--- config.mk ---
export PLATFORM = sky130hd
export DESIGN_NAME = ssm2603_adc_rx_flat
export DESIGN_NICKNAME = d
export VERILOG_FILES = /design/src/rtl/ssm2603_adc_rx_if.sv /design/src/rtl/ssm2603_adc_rx.sv /design/src/flat_wrapper.sv
export SDC_FILE = /design/constraint.sdc
export NUM_CORES = 1
export LEC_CHECK = 0
export CAP_MARGIN = 20
export CORE_ASPECT_RATIO = 1.1
export CORE_MARGIN = 3
export CORE_UTILIZATION = 56
export CTS_BUF_LIST = sky130_fd_sc_hd__clkbuf_4 sky130_fd_sc_hd__clkbuf_8 sky130_fd_sc_hd__clkbuf_16
export DETAILED_ROUTE_END_ITERATION = 8
export GPL_TIMING_DRIVEN = 0
export PLACE_DENSITY = 0.81
export SKIP_LAST_GASP = 1
export SLEW_MARGIN = 20
export SYNTH_ARGS = -nofsm -noshare
export SYNTH_HDL_FRONTEND = slang
export SYNTH_SLANG_ARGS = --single-unit
export TNS_END_PERCENT = 1
--- constraint.sdc ---
create_clock -name AUD_BCLK -period 2.09 [get_ports AUD_BCLK]
set_input_delay 0.5225 -clock AUD_BCLK [delete_from_list [all_inputs] [get_ports AUD_BCLK]]
set_output_delay 0.5225 -clock AUD_BCLK [all_outputs]
set_load 0.005 [all_outputs]
--- src/rtl/ssm2603_adc_rx_if.sv ---
// ---------------------------------------------------------------------------
// ssm2603_adc_rx_if
//   Parallel sample hand-off between the SSM2603 ADC capture block and the
//   downstream DSP.
//
//   sample_l / sample_r : signed left/right samples of the last completed pair
//   sample_valid        : a pair is available; held until acknowledged
//   sample_ack          : consumer accepts the current pair
//   overrun             : sticky, a pair was overwritten before it was acked
//   overrun_clr         : clears overrun
//
//   master : the capture block (produces samples)
//   slave  : the consumer (acks samples, clears overrun)
// ---------------------------------------------------------------------------
interface ssm2603_adc_rx_if #(
    parameter int SAMPLE_BITS = 24
);
    logic [SAMPLE_BITS-1:0] sample_l;
    logic [SAMPLE_BITS-1:0] sample_r;
    logic                   sample_valid;
    logic                   sample_ack;
    logic                   overrun;
    logic                   overrun_clr;

    modport master (
        output sample_l,
        output sample_r,
        output sample_valid,
        output overrun,
        input  sample_ack,
        input  overrun_clr
    );

    modport slave (
        input  sample_l,
        input  sample_r,
        input  sample_valid,
        input  overrun,
        output sample_ack,
        output overrun_clr
    );
endinterface

--- src/rtl/ssm2603_adc_rx.sv ---
// ---------------------------------------------------------------------------
// ssm2603_adc_rx
//   Capture side of the SSM2603 codec audio interface. Acts as LRCK master for
//   the ADC path, deserializes I2S-format AUD_ADCDAT into left/right samples
//   and hands each completed stereo pair to the consumer with a valid/ack
//   handshake and a sticky overrun flag. Everything runs on AUD_BCLK.
//
//   Ports:
//     AUD_BCLK    : bit clock, sole clock, rising edge
//     rst_n       : asynchronous active-low reset
//     enable      : 1 = run framing/capture, 0 = hold idle
//     AUD_ADCDAT  : serial ADC data from the codec (changes on falling edge)
//     AUD_ADCLRCK : channel select to the codec, 0 = left, 1 = right
//     bus         : sample hand-off (see ssm2603_adc_rx_if), master side
//
//   Parameters:
//     FRAME_CLKS  : BCLK cycles per LR pair, even
//     SAMPLE_BITS : bits captured per channel, 1 .. FRAME_CLKS/2-1
// ---------------------------------------------------------------------------
module ssm2603_adc_rx #(
    parameter int FRAME_CLKS  = 96,
    parameter int SAMPLE_BITS = 24
) (
    input  logic              AUD_BCLK,
    input  logic              rst_n,
    input  logic              enable,
    input  logic              AUD_ADCDAT,
    output logic              AUD_ADCLRCK,
    ssm2603_adc_rx_if.master  bus
);

    localparam int HALF = FRAME_CLKS / 2;
    localparam int CW   = (FRAME_CLKS > 1) ? $clog2(FRAME_CLKS) : 1;

    typedef logic [CW-1:0]          cnt_t;
    typedef logic [SAMPLE_BITS-1:0] word_t;

    // Counter positions of interest (values of c before the edge).
    localparam cnt_t C_LAST    = cnt_t'(FRAME_CLKS - 1);
    localparam cnt_t C_HALF    = cnt_t'(HALF);
    localparam cnt_t C_L_FIRST = cnt_t'(1);
    localparam cnt_t C_L_LAST  = cnt_t'(SAMPLE_BITS);
    localparam cnt_t C_R_FIRST = cnt_t'(HALF + 1);
    localparam cnt_t C_R_LAST  = cnt_t'(HALF + SAMPLE_BITS);

    // Framing / capture state
    cnt_t  c;
    logic  lrck_q;
    word_t shift_l;
    word_t shift_r;
    word_t hold_l;

    // Output state
    word_t sample_l_q;
    word_t sample_r_q;
    logic  valid_q;
    logic  overrun_q;

    // Combinational helpers
    cnt_t  c_next;
    logic  in_left;
    logic  in_right;
    logic  left_done;
    logic  pair_done;
    logic  overrun_set;
    word_t shift_l_in;
    word_t shift_r_in;

    // NOTE: every signal assigned in always_comb gets a default first so no
    // path can leave it unassigned, which would infer a latch.
    always_comb begin
        c_next      = (c == C_LAST) ? '0 : c + cnt_t'(1);
        in_left     = 1'b0;
        in_right    = 1'b0;
        left_done   = 1'b0;
        pair_done   = 1'b0;
        overrun_set = 1'b0;
        // MSB arrives first, so each new bit enters on the LSB side.
        shift_l_in  = (shift_l << 1) | word_t'(AUD_ADCDAT);
        shift_r_in  = (shift_r << 1) | word_t'(AUD_ADCDAT);

        if (enable) begin
            // I2S: data starts one BCLK after the LRCK transition.
            in_left   = (c >= C_L_FIRST) && (c <= C_L_LAST);
            in_right  = (c >= C_R_FIRST) && (c <= C_R_LAST);
            left_done = (c == C_L_LAST);
            pair_done = (c == C_R_LAST);
        end

        // A pair lands on top of an unacknowledged one. An ack on the same
        // edge hands the old pair over in time, so that is not an overrun.
        overrun_set = pair_done && valid_q && !bus.sample_ack;
    end

    // Framing and deserialization. Leaving enable low parks the frame at
    // c = 0 and discards any partially captured pair.
    // NOTE: sequential state uses non-blocking assignments so every register
    // samples the pre-edge values, independent of statement order.
    always_ff @(posedge AUD_BCLK or negedge rst_n) begin
        if (!rst_n) begin
            c       <= '0;
            lrck_q  <= 1'b0;
            shift_l <= '0;
            shift_r <= '0;
            hold_l  <= '0;
        end else if (!enable) begin
            c       <= '0;
            lrck_q  <= 1'b0;
            shift_l <= '0;
            shift_r <= '0;
            hold_l  <= '0;
        end else begin
            c <= c_next;
            // LRCK is registered from the next count so it moves on the same
            // edge as c and never glitches.
            lrck_q <= (c_next >= C_HALF);
            if (in_left) begin
                shift_l <= shift_l_in;
            end
            if (in_right) begin
                shift_r <= shift_r_in;
            end
            // Park the left word until the right one completes so both
            // outputs of a pair change together.
            if (left_done) begin
                hold_l <= shift_l_in;
            end
        end
    end

    // Sample hand-off. Keeps running while enable is low so the consumer can
    // still drain the last pair and clear overrun.
    always_ff @(posedge AUD_BCLK or negedge rst_n) begin
        if (!rst_n) begin
            sample_l_q <= '0;
            sample_r_q <= '0;
            valid_q    <= 1'b0;
            overrun_q  <= 1'b0;
        end else begin
            if (pair_done) begin
                sample_l_q <= hold_l;
                sample_r_q <= shift_r_in;
                valid_q    <= 1'b1;
            end else if (bus.sample_ack) begin
                valid_q    <= 1'b0;
            end

            // Set wins over clear.
            if (overrun_set) begin
                overrun_q <= 1'b1;
            end else if (bus.overrun_clr) begin
                overrun_q <= 1'b0;
            end
        end
    end

    assign AUD_ADCLRCK      = lrck_q;
    assign bus.sample_l     = sample_l_q;
    assign bus.sample_r     = sample_r_q;
    assign bus.sample_valid = valid_q;
    assign bus.overrun      = overrun_q;

endmodule
--- src/flat_wrapper.sv ---
// flat-port wrapper written by rule: the top's interface ports become plain ports
module ssm2603_adc_rx_flat 
#(
    parameter int FRAME_CLKS  = 96,
    parameter int SAMPLE_BITS = 24
)
  (AUD_BCLK, rst_n, enable, AUD_ADCDAT, AUD_ADCLRCK, bus_sample_l, bus_sample_r, bus_sample_valid, bus_overrun, bus_sample_ack, bus_overrun_clr);
  ssm2603_adc_rx_if #(.SAMPLE_BITS(SAMPLE_BITS)) bus_i ();
  input  logic AUD_BCLK;
  input  logic rst_n;
  input  logic enable;
  input  logic AUD_ADCDAT;
  output logic AUD_ADCLRCK;
  output wire logic [$bits(bus_i.sample_l)-1:0] bus_sample_l;
  output wire logic [$bits(bus_i.sample_r)-1:0] bus_sample_r;
  output wire logic [$bits(bus_i.sample_valid)-1:0] bus_sample_valid;
  output wire logic [$bits(bus_i.overrun)-1:0] bus_overrun;
  input wire logic [$bits(bus_i.sample_ack)-1:0] bus_sample_ack;
  input wire logic [$bits(bus_i.overrun_clr)-1:0] bus_overrun_clr;
  assign bus_sample_l = bus_i.sample_l;
  assign bus_sample_r = bus_i.sample_r;
  assign bus_sample_valid = bus_i.sample_valid;
  assign bus_overrun = bus_i.overrun;
  assign bus_i.sample_ack = bus_sample_ack;
  assign bus_i.overrun_clr = bus_overrun_clr;
  ssm2603_adc_rx #(.FRAME_CLKS(FRAME_CLKS), .SAMPLE_BITS(SAMPLE_BITS)) u_core (.AUD_BCLK(AUD_BCLK), .rst_n(rst_n), .enable(enable), .AUD_ADCDAT(AUD_ADCDAT), .AUD_ADCLRCK(AUD_ADCLRCK), .bus(bus_i));
endmodule
==> metrics.md <==
| Metric | Value |
|---|---|
| FF-to-FF path depth | 6 |
| Initial antenna violation count | 0 |
| Worst Setup End Kind | flop |
| Synth Area per Inst | 12.6 um^2 |
| Vias in the first global route | 3511 |
| Min-delay src | enable |
| IO Pins | 57 |
| Slew Limit Fails | 0 |
| Startpoint types | flop |
| RR Endpoint | u_core.bus.sample_l[0]$_DFFE_PN0P_ |
| Ant. Diodes | 0 |
| Most frequent cells in the layout | dfrtp_1 (128), nand2_1 (100), clkdlybuf4s50_1 (54) |
| CP cell instances | inv_1 > ha_1 > nand2b_4 > nor4_4 > buf_2 > mux2_2 |
| Drt total wl | 9450 um |
| Post-layout util | 72.0% |
| Minimum clock period | 2.04 ns |
| Die height | 107 um |
| Worst slew pin tran | 0.578 ns |
| Root buffer cell | clkbuf_8 |
| Syn nets | 419 |
| Status | complete, no violations |
| Pin count of the biggest net entering global routing | 72 |
| Crit Path Class | flop to flop |
| RSZ-0062 raised after global routing | yes |
| Reg2reg start | u_core.c[0]$_DFF_PN0_ |
| DR iter-0 viols | 170 |
| Final ANT Viol Nets | 0 |
| Port bufs | 55 |
| Final setup skew | 0.00703 ns |
| Worst-path maximum fanout | 10 |
| Bufs on Longest Clock Path | 2 |
| Flop-to-flop setup slack | 0.05 ns |
| Leakage | 3.19 nW |
| Sequential-to-total area share from yosys stat | 62.2% |
| GRT Total Usage | 20.3% |
| Synthesis warning total | 0 |
| First-pass iteration count of the detailed router | 4 |
| Worst path max stage delay | 0.43 ns |
| Commonest non-fill, non-tap cell in the layout | dfrtp_1 |
| CTS tree | yes |
| Tcrit/Tclk final | 97.4% |
| Sink Count | 128 |
| Relative slew slack | 61.2% |
| Final GP Congestion | 0.792 |
| Grt total ovfl | 0 |
| WP buf/inv | 2 |
| Share of cells above drive strength 1 | 19.7% |
| Effective utilization at floorplan | 57.8% |
| Max VDD drop | 0.000517 V |
| Endpoint, Worst Hold | u_core.c[4]$_DFF_PN0_ |
| Inserted Clock Buffers | 17 |
| Setup violations, final | 0 |
| CP top delay family | simple AND/OR/NAND/NOR gates |
| Row Count | 36 |
| Via count | 3265 |
| Post-layout power | 5.28 mW |
| Nets | 495 |
| H-tree depth | 4 |
| Core ar. | 8920 um^2 |
| Hold Crit Depth | 3 |
| Via-to-Cell Ratio | 5.33 |
| Post-DP HPWL | 6250 um |
| Avg WL per Cell | 15.4 um |
| Synth Instances | 410 |
| Worst EP required | 2.47 ns |
| Flops & latches, synth | 128 |
| Hold Vio Cnt, Final | 0 |
| Worst EP arrival | 2.42 ns |
| Distinct cells, synth | 31 |
| Die area | 10400 um^2 |
| Slowest cell on the critical path | dfrtp_1 |
| Clock Latency Late Sink | 0.51 ns |
| Max frequency | 491 MHz |
| Synth-to-layout area growth | 24.5% |
| Worst hold path class | input port to flop |
| Max-cap violations | 0 |
| First-pass GRT wire length | 16700 um |
| Netlist Area Pre-Place | 5150 um^2 |
| P per Cell Area | 823 nW/um^2 |
| Reg clk slew, reported paths | 0.06 ns |
| Die W | 97.5 um |
| Remaining DRCs | 0 |
==> what timing repair did <==
item / 4_1_cts / 5_1_grt
setup endpoints to repair: 0 / 54
gates resized for setup: 0 / 5
endpoints found under the hold margin: 57 / 0
buffers inserted: 0 / 0
hold buffers: 1 / 0
==> worst min-delay path, stage by stage <==
cell      delay (ns)
clkbuf_1        0.21
nand2_1         0.12
mux2i_1         0.08
==> cell type report <==
| type | count | area [um^2] |
|---|---|---|
| buffer | 24 | 148 |
| tap | 114 | 143 |
| clock buffer | 24 | 492 |
| multi-input combinational | 253 | 1790 |
| sequential | 128 | 3200 |
| inverter | 5 | 18.8 |
| timing repair buffer | 57 | 589 |
| clock inverter | 7 | 35.0 |
| fill | 587 | 2500 |
==> report_power, final <==
part | switching (mW) | leakage (nW) | internal, mW | total (mW)
Sequential | 0.0101 | 1.79 | 2.49 | 2.50
Combinational | 0.138 | 1.13 | 0.0795 | 0.218
Clock | 0.963 | 0.274 | 1.60 | 2.56
Total | 1.11 | 3.19 | 4.17 | 5.28
==> layer usage <==
metal | part of all wire [%] | GRT usage [%] | wire (um) | vias up
li1 | - | - | - | 1540
met1 | 43 | 25.4 | 4090 | 1643
met2 | 52 | 33.8 | 4870 | 65
met3 | 3.3 | 5.14 | 316 | 17
met4 | 1.9 | 8.80 | 175 | 0
met5 | 0 | 0 | 0 | -
==> kinds of logic after synthesis <==
| group | Yosys count | share of synthesized area [%] |
|---|---|---|
| AO/OA/AOI/OAI | 31 | 3.67 |
| adder cells (fa/ha/maj) | 3 | 0.728 |
| AND/OR/NAND/NOR | 120 | 10.0 |
| buffers and inverters | 29 | 3.13 |
| multiplexers | 96 | 19.8 |
| flip-flops | 128 | 62.2 |
| XOR/XNOR | 3 | 0.510 |
==> cells in the mapped netlist <==
master | instances | area [um^2]
buf_2 | 6 | 30.0
xnor2_1 | 2 | 17.5
nand2b_1 | 2 | 12.5
nor4_4 | 1 | 21.3
nand3_1 | 2 | 10.0
a21oi_1 | 24 | 120
nor2b_1 | 2 | 12.5
nand4_1 | 2 | 12.5
and2_1 | 1 | 6.26
nand2b_4 | 1 | 13.8
a21o_1 | 1 | 7.51
dfrtp_1 | 128 | 3200
clkbuf_1 | 10 | 37.5
a31oi_4 | 1 | 21.3
buf_6 | 4 | 45.0
nor4_2 | 2 | 25.0
nand2_1 | 100 | 375
mux2_1 | 4 | 45.0
a211oi_1 | 1 | 7.51
ha_1 | 3 | 37.5
mux2i_1 | 48 | 480
xor2_1 | 1 | 8.76
o22ai_1 | 1 | 6.26
inv_1 | 4 | 15.0
mux2_2 | 44 | 495
o221a_1 | 1 | 11.3
buf_4 | 4 | 30.0
o21ai_0 | 1 | 5.00
nor2_1 | 7 | 26.3
a32o_1 | 1 | 10.0
clkinv_1 | 1 | 3.75
==> stage by stage <==
stage                     instance area [um^2]  hold WS (ns)  instances  worst slack [ns]  TNS, ns
after floorplan                           5150         0.227        410             0.327        0
after global placement                    5850         0.473        579             -4.24  -542.75
after detailed placement                  5880         0.480        580           -0.0862    -2.16
after CTS                                 6410         0.440        612            0.0381        0
after global routing                      6420         0.507        612           -0.0643   -0.905
final                                     6420         0.477        612            0.0544        0
==> sequential cells by signal, summed over array words and instances, names as in the netlist <==
name,flops
u_core.bus.overrun,1
u_core.bus.sample_l,24
u_core.bus.sample_r,24
u_core.bus.sample_valid,1
u_core.shift_l,23
u_core.AUD_ADCLRCK,1
u_core.c,7
u_core.shift_r,23
u_core.hold_l,24
==> worst max-delay path by stage <==
| stage | startpoint | to | slack [ns] | cells after the start |
|---|---|---|---|---|
| after floorplan | enable | u_core.bus.sample_r[0]$_DFFE_PN0P_ | 0.33 | 5 |
| after global placement | rst_n | u_core.bus.sample_l[18]$_DFFE_PN0P_ | -4.24 | 1 |
| after detailed placement | enable | u_core.bus.sample_l[16]$_DFFE_PN0P_ | -0.09 | 5 |
| after CTS | u_core.c[0]$_DFF_PN0_ | u_core.bus.sample_l[16]$_DFFE_PN0P_ | 0.04 | 6 |
| after global routing | u_core.c[0]$_DFF_PN0_ | u_core.bus.sample_r[9]$_DFFE_PN0P_ | -0.06 | 6 |
| final | u_core.c[0]$_DFF_PN0_ | u_core.bus.sample_l[0]$_DFFE_PN0P_ | 0.05 | 6 |
No activity file was read; power rests on OpenSTA's default activity.
==> RTL edit 1: new RTL, same settings <==
`SAMPLE_BITS` is set to 24 in 3 places; all go to 48.
--- a/src/rtl/ssm2603_adc_rx_if.sv
+++ b/src/rtl/ssm2603_adc_rx_if.sv
@@ -15,3 +15,3 @@
 interface ssm2603_adc_rx_if #(
-    parameter int SAMPLE_BITS = 24
+    parameter int SAMPLE_BITS = 48
 );
--- a/src/rtl/ssm2603_adc_rx.sv
+++ b/src/rtl/ssm2603_adc_rx.sv
@@ -21,3 +21,3 @@
     parameter int FRAME_CLKS  = 96,
-    parameter int SAMPLE_BITS = 24
+    parameter int SAMPLE_BITS = 48
 ) (
--- a/src/flat_wrapper.sv
+++ b/src/flat_wrapper.sv
@@ -4,3 +4,3 @@
     parameter int FRAME_CLKS  = 96,
-    parameter int SAMPLE_BITS = 24
+    parameter int SAMPLE_BITS = 48
 )
Ports: changed (resized bus_sample_l and bus_sample_r); port bits go from 57 to 105. The function was not compared with the original's and may differ.
==> RTL edit 1 against the original RTL <==
- area after synthesis grew 96%
- cell count rose by 100%
- wire length grew 110%
- design area increased by 94%
- largest power group is now registers
- non-clock buffer count is 93 higher
- sequential cell count increased by 120
- clock power rose by 78%
- power rose by 85%
- setup slack lost 0.035 ns
- utilization is 0.25 points lower
- sequential share of layout area is 0.052 points higher
- combinational power rose by 83%
- critical endpoint is now u_core.shift_l[19]$_DFFE_PN0P_
==> RTL edit 1: results (changes against the original RTL) <==
* Vias per inst at 5.48 (was 5.33)
* Area post-placement at 0.0115 sq mm (was 0.00588 sq mm)
* Critical path destination: u_core.shift_l[19]$_DFFE_PN0P_ (was u_core.bus.sample_l[0]$_DFFE_PN0P_)
* Register area share after synthesis at 61.6% (was 62.2%)
* Largest cells by area after synthesis: dfrtp_1 (62%), mux2_2 (11%), nand2_1 (5.7%) (was dfrtp_1 (62%), mux2_2 (9.6%), mux2i_1 (9.3%))
* Number of global-route vias before repair at 6998 (was 3511)
* Clk root buf: clkbuf_16 (was clkbuf_8)
* First-pass GRT wire length at 34300 um (was 16700 um)
* Filler cell count at 1262 (was 587)
* Slowest CP cell: or4_4 (was dfrtp_1)
* Iteration-0 DRC count of the detailed router at 283 (was 170)
* First-pass iteration count of the detailed router at 5 (was 4)
* Final nets at 987 (was 495)
* Lkg Pwr at 5.49 nW (was 3.19 nW)
* Placed cell count at 1183 (was 580)
* Clock skew at 0.0126 ns (was 0.00703 ns)
* Status: finished clean (unchanged)
* Critical Path Max Stage Delay at 0.58 ns (was 0.43 ns)
* DP Worst Slack at -0.240 ns (was -0.0862 ns)
* DR vias at 6740 (was 3265)
* Yosys cell types at 33 (was 31)
* Critical Path AT at 2.44 ns (was 2.42 ns)
* Hold crit path type: reg -> reg (was in -> reg)
* Pin count of the biggest net entering global routing at 74 (was 72)
* Internal power at 0.00772 W (was 0.00417 W)
* Dpl hpwl at 13400 um (was 6250 um)
-- RTL edit 1: cells by family after synthesis --
group | count (synthesis) | share of synthesized area [%]
compound gates | 155 | 7.90
xor+xnor | 2 | 0.174
fa+ha+maj | 3 | 0.372
buf+inv | 71 | 3.62
flops | 248 | 61.6
mux | 144 | 15.5
simple gates | 220 | 10.9
-- RTL edit 1: timing repair --
action / in CTS / in global routing
setup endpoints to repair: 169 / 168
pin swaps: 0 / 0
gates resized for setup: 7 / 17
hold endpoints to repair: 51 / 0
hold buffers: 1 / 0
buffers inserted: 0 / 1
-- RTL edit 1: how the worst min path moves through the flow --
stage | start | endpoint | slack, ns | cells past startpoint
floorplan | rst_n | u_core.AUD_ADCLRCK$_DFF_PN0_ | 0.23 | 0
global placement | u_core.bus.sample_r[0]$_DFFE_PN0P_ | u_core.bus.sample_r[0]$_DFFE_PN0P_ | 0.49 | 1
detailed placement | rst_n | u_core.bus.sample_l[12]$_DFFE_PN0P_ | 0.45 | 1
CTS | u_core.bus.sample_r[8]$_DFFE_PN0P_ | u_core.bus.sample_r[8]$_DFFE_PN0P_ | 0.50 | 1
global route | u_core.bus.sample_l[9]$_DFFE_PN0P_ | u_core.bus.sample_l[9]$_DFFE_PN0P_ | 0.52 | 1
finish | u_core.shift_r[43]$_DFFE_PN0P_ | u_core.bus.sample_r[44]$_DFFE_PN0P_ | 0.50 | 1
-- RTL edit 1: critical path, delay by kind of cell (launching register included) --
kind | cells | cell delay [ns]
and+or+nand+nor | 3 | 1.10
DFF | 1 | 0.45
buffers and inverters | 2 | 0.32
AOI/OAI and AO/OA | 1 | 0.06
-- RTL edit 1: final cells by class --
| class | count | area [sq um] | area share, % |
|---|---|---|---|
| clock inverters | 3 | 47.5 | 0.383 |
| flip-flops and latches | 248 | 6210 | 50.0 |
| well taps | 234 | 293 | 2.36 |
| multi-input cells | 524 | 3540 | 28.5 |
| clock buffers | 41 | 815 | 6.56 |
| plain buffers | 66 | 372 | 2.99 |
| repair buffers | 108 | 1140 | 9.14 |
| inverters | 5 | 18.8 | 0.151 |
-- RTL edit 1: layer usage --
metal / global-route usage [%] / share of wire (%)
met5: 0 / 0
met4: 5.66 / 2.1
met3: 5.00 / 5.8
met2: 35.2 / 49
met1: 27.3 / 43
-- RTL edit 1: power by group through the flow --
| stage | registers [W] | clock network [W] | logic, W |
|---|---|---|---|
| 2_1_floorplan | 0.00492 | 0 | 0.000194 |
| 3_3_place_gp | 0.00493 | 0 | 0.000369 |
| 3_5_place_dp | 0.00492 | 0 | 0.000396 |
| 4_1_cts | 0.00483 | 0.00463 | 0.000403 |
| 5_1_grt | 0.00483 | 0.00486 | 0.000442 |
| 6_report | 0.00483 | 0.00455 | 0.000398 |
==> RTL edit 2: new RTL, same flow settings <==
Made on the original files. Make the reset (`rst_n`) synchronous in 2 clocked blocks. Comments in the files are not updated.
--- a/src/rtl/ssm2603_adc_rx.sv
+++ b/src/rtl/ssm2603_adc_rx.sv
@@ -98,3 +98,3 @@
     // samples the pre-edge values, independent of statement order.
-    always_ff @(posedge AUD_BCLK or negedge rst_n) begin
+    always_ff @(posedge AUD_BCLK) begin
         if (!rst_n) begin
@@ -132,3 +132,3 @@
     // still drain the last pair and clear overrun.
-    always_ff @(posedge AUD_BCLK or negedge rst_n) begin
+    always_ff @(posedge AUD_BCLK) begin
         if (!rst_n) begin
Function: no difference found for any inputs over 10 cycles, from zero or initial values and one cycle with rst_n low; that may be too few to reach the edited logic, so the function may still have changed.
==> RTL edit 2 against the original RTL <==
- the flow now finishes with violations (negative setup slack)
- setup slack got worse by 0.11 ns
- sequential power fell by 2%
- area after synthesis fell by 6.2%
- hold slack got worse by 0.028 ns
- sequential cell count did not move
- wire length rose by 18%
- design area fell by 2.8%
- power rose by 3.6%
- critical endpoint is now u_core.shift_r[17]$_SDFFE_PN0P_
==> RTL edit 2: results (changes against the original RTL) <==
* Status: complete, but fails checks (was finished clean)
* Failing checks: negative setup slack
* Num CTS Buffers at 17 (unchanged)
* CP startpoint: u_core.c[0]$_SDFF_PN0_ (was u_core.c[0]$_DFF_PN0_)
* Max IR drop VDD at 0.000769 V (was 0.000517 V)
* Iteration-0 DRC count of the detailed router at 216 (was 170)
* Share of layout cells above drive strength 1 at 9.34% (was 19.7%)
* Setup TNS at -0.223 ns (was 0 ns)
* Syn avg cell area at 8.60 sq um (was 12.6 sq um)
* Lkg Pwr at 2.01 nW (was 3.19 nW)
* Critical Path AT at 2.58 ns (was 2.42 ns)
* Post-Synth XOR/XNOR Area at 0.543% (was 0.510%)
* Syn_nets at 571 (was 419)
* First-pass GRT wire length at 18400 um (was 16700 um)
* Dpl hpwl at 7310 um (was 6250 um)
* First-pass iteration count of the detailed router at 5 (was 4)
* Post-route insts no fill at 761 (was 612)
* Worst setup margin at -0.0537 ns (was 0.0544 ns)
* Number of global-route vias before repair at 3864 (was 3511)
* Rel. slew slack at 63.1% (was 61.2%)
* Initial antenna violation count at 0 (unchanged)
* WL final at 11200 um (was 9450 um)
* Critical path destination: u_core.shift_r[17]$_SDFFE_PN0P_ (was u_core.bus.sample_l[0]$_DFFE_PN0P_)
* Vias per inst at 5.47 (was 5.33)
* Final setup viols at 15 (was 0)
* Final nets at 649 (was 495)
* Clock skew at 0.00835 ns (was 0.00703 ns)
* Commonest cells in the netlist: nand2_1 (173), dfxtp_1 (128), a21oi_1 (49), clkbuf_1 (37), a21boi_1 (29) (was dfrtp_1 (128), nand2_1 (100), mux2i_1 (48), mux2_2 (44), a21oi_1 (24))
* Reg2Reg Depth at 8 (was 6)
* Post-Synth Adder-Cell Area at 0.776% (was 0.728%)
* Largest cells by area after synthesis: dfxtp_1 (53%), nand2_1 (13%), a21oi_1 (5.1%) (was dfrtp_1 (62%), mux2_2 (9.6%), mux2i_1 (9.3%))
* Placer Congestion at 0.830 (was 0.792)
* Worst-path clk slew at 0.07 ns
* Yosys cell types at 35 (was 31)
* FFs w/ async S/R, synth at 0% (was 100%)
* Diode count at 0 (unchanged)
* Pin count of the biggest net entering global routing at 17 (was 72)
* Post-synthesis compound-gate area fraction at 17.1% (was 3.67%)
* Global-route usage over all layers at 23.8% (was 20.3%)
* Yosys warns at 0 (unchanged)
* Crit path max fanout at 6 (was 10)
* Area post-placement at 0.00552 sq mm (was 0.00588 sq mm)
* Hold crit path type: reg -> reg (was in -> reg)
* Placed cell count at 725 (was 580)
* Register area share after synthesis at 53.0% (was 62.2%)
* Post-synthesis mux area share at 4.76% (was 19.8%)
## RTL edit 2: worst max-delay path, cell delays in order (launching register included)
cell      delay, ns
dfxtp_4        0.36
inv_1          0.06
ha_2           0.19
nand2b_4       0.09
or4_4          0.59
a22oi_4        0.28
buf_6          0.15
buf_16         0.12
mux2i_2        0.22
## RTL edit 2: cell type report
cell class	instances	area (sq um)
tap	108	135
clock buffer	19	435
clock inverter	13	155
inverter	4	15.0
fill	572	1930
buffer	43	198
multi-input combinational	385	2100
timing repair buffer	61	634
sequential	128	2570
## RTL edit 2: power by group
| part | internal, W | switching [W] |
|---|---|---|
| logic | 0.0000418 | 0.000102 |
| registers | 0.00244 | 0.00000377 |
| clock network | 0.00177 | 0.00111 |
## RTL edit 2: what timing repair did
item / in CTS / in global routing
setup endpoints to repair: 95 / 94
resized for setup: 6 / 16
pin swaps: 1 / 2
cloned: 1 / 0
buffers inserted: 4 / 1
## RTL edit 2: per-layer routing
metal / up-vias / routed length (um) / track usage [%]
met5: - / 0 / 0
met4: 0 / 144 / 8.77
met3: 17 / 595 / 4.49
met2: 136 / 5730 / 42.5
met1: 1965 / 4710 / 28.7
li1: 2048 / - / -
## RTL edit 2: kinds of logic after synthesis
logic type / count (synthesis)
AO/OA/AOI/OAI: 133
adder cells (fa/ha/maj): 3
AND/OR/NAND/NOR: 223
XOR/XNOR: 3
multiplexers: 23
buffers and inverters: 49
flip-flops: 128
## RTL edit 2: worst min path at each step
stage | startpoint | end | slack [ns] | cells past startpoint
6_report | u_core.bus.sample_r[8]$_SDFFE_PN0P_ | u_core.bus.sample_r[8]$_SDFFE_PN0P_ | 0.45 | 2
5_1_grt | u_core.bus.sample_l[19]$_SDFFE_PN0P_ | u_core.bus.sample_l[19]$_SDFFE_PN0P_ | 0.47 | 2
4_1_cts | u_core.hold_l[19]$_SDFFE_PN0P_ | u_core.bus.sample_l[19]$_SDFFE_PN0P_ | 0.45 | 2
3_5_place_dp | u_core.bus.sample_r[10]$_SDFFE_PN0P_ | u_core.bus.sample_r[10]$_SDFFE_PN0P_ | 0.44 | 2
3_3_place_gp | u_core.shift_l[22]$_SDFFE_PN0P_ | u_core.hold_l[23]$_SDFFE_PN0P_ | 0.44 | 2
2_1_floorplan | u_core.shift_l[22]$_SDFFE_PN0P_ | u_core.hold_l[23]$_SDFFE_PN0P_ | 0.43 | 2
## RTL edit 2: per-stage QoR
step	utilization (%)	setup WS, ns	total power, W
6_report	76.4	-0.0537	0.00547
4_1_cts	76.0	-0.0846	0.00549
5_1_grt	76.4	-0.0976	0.00562
3_5_place_dp	67.6	-0.734	0.00263
2_1_floorplan	-	0.133	0.00259
3_3_place_gp	67.6	-0.666	0.00263
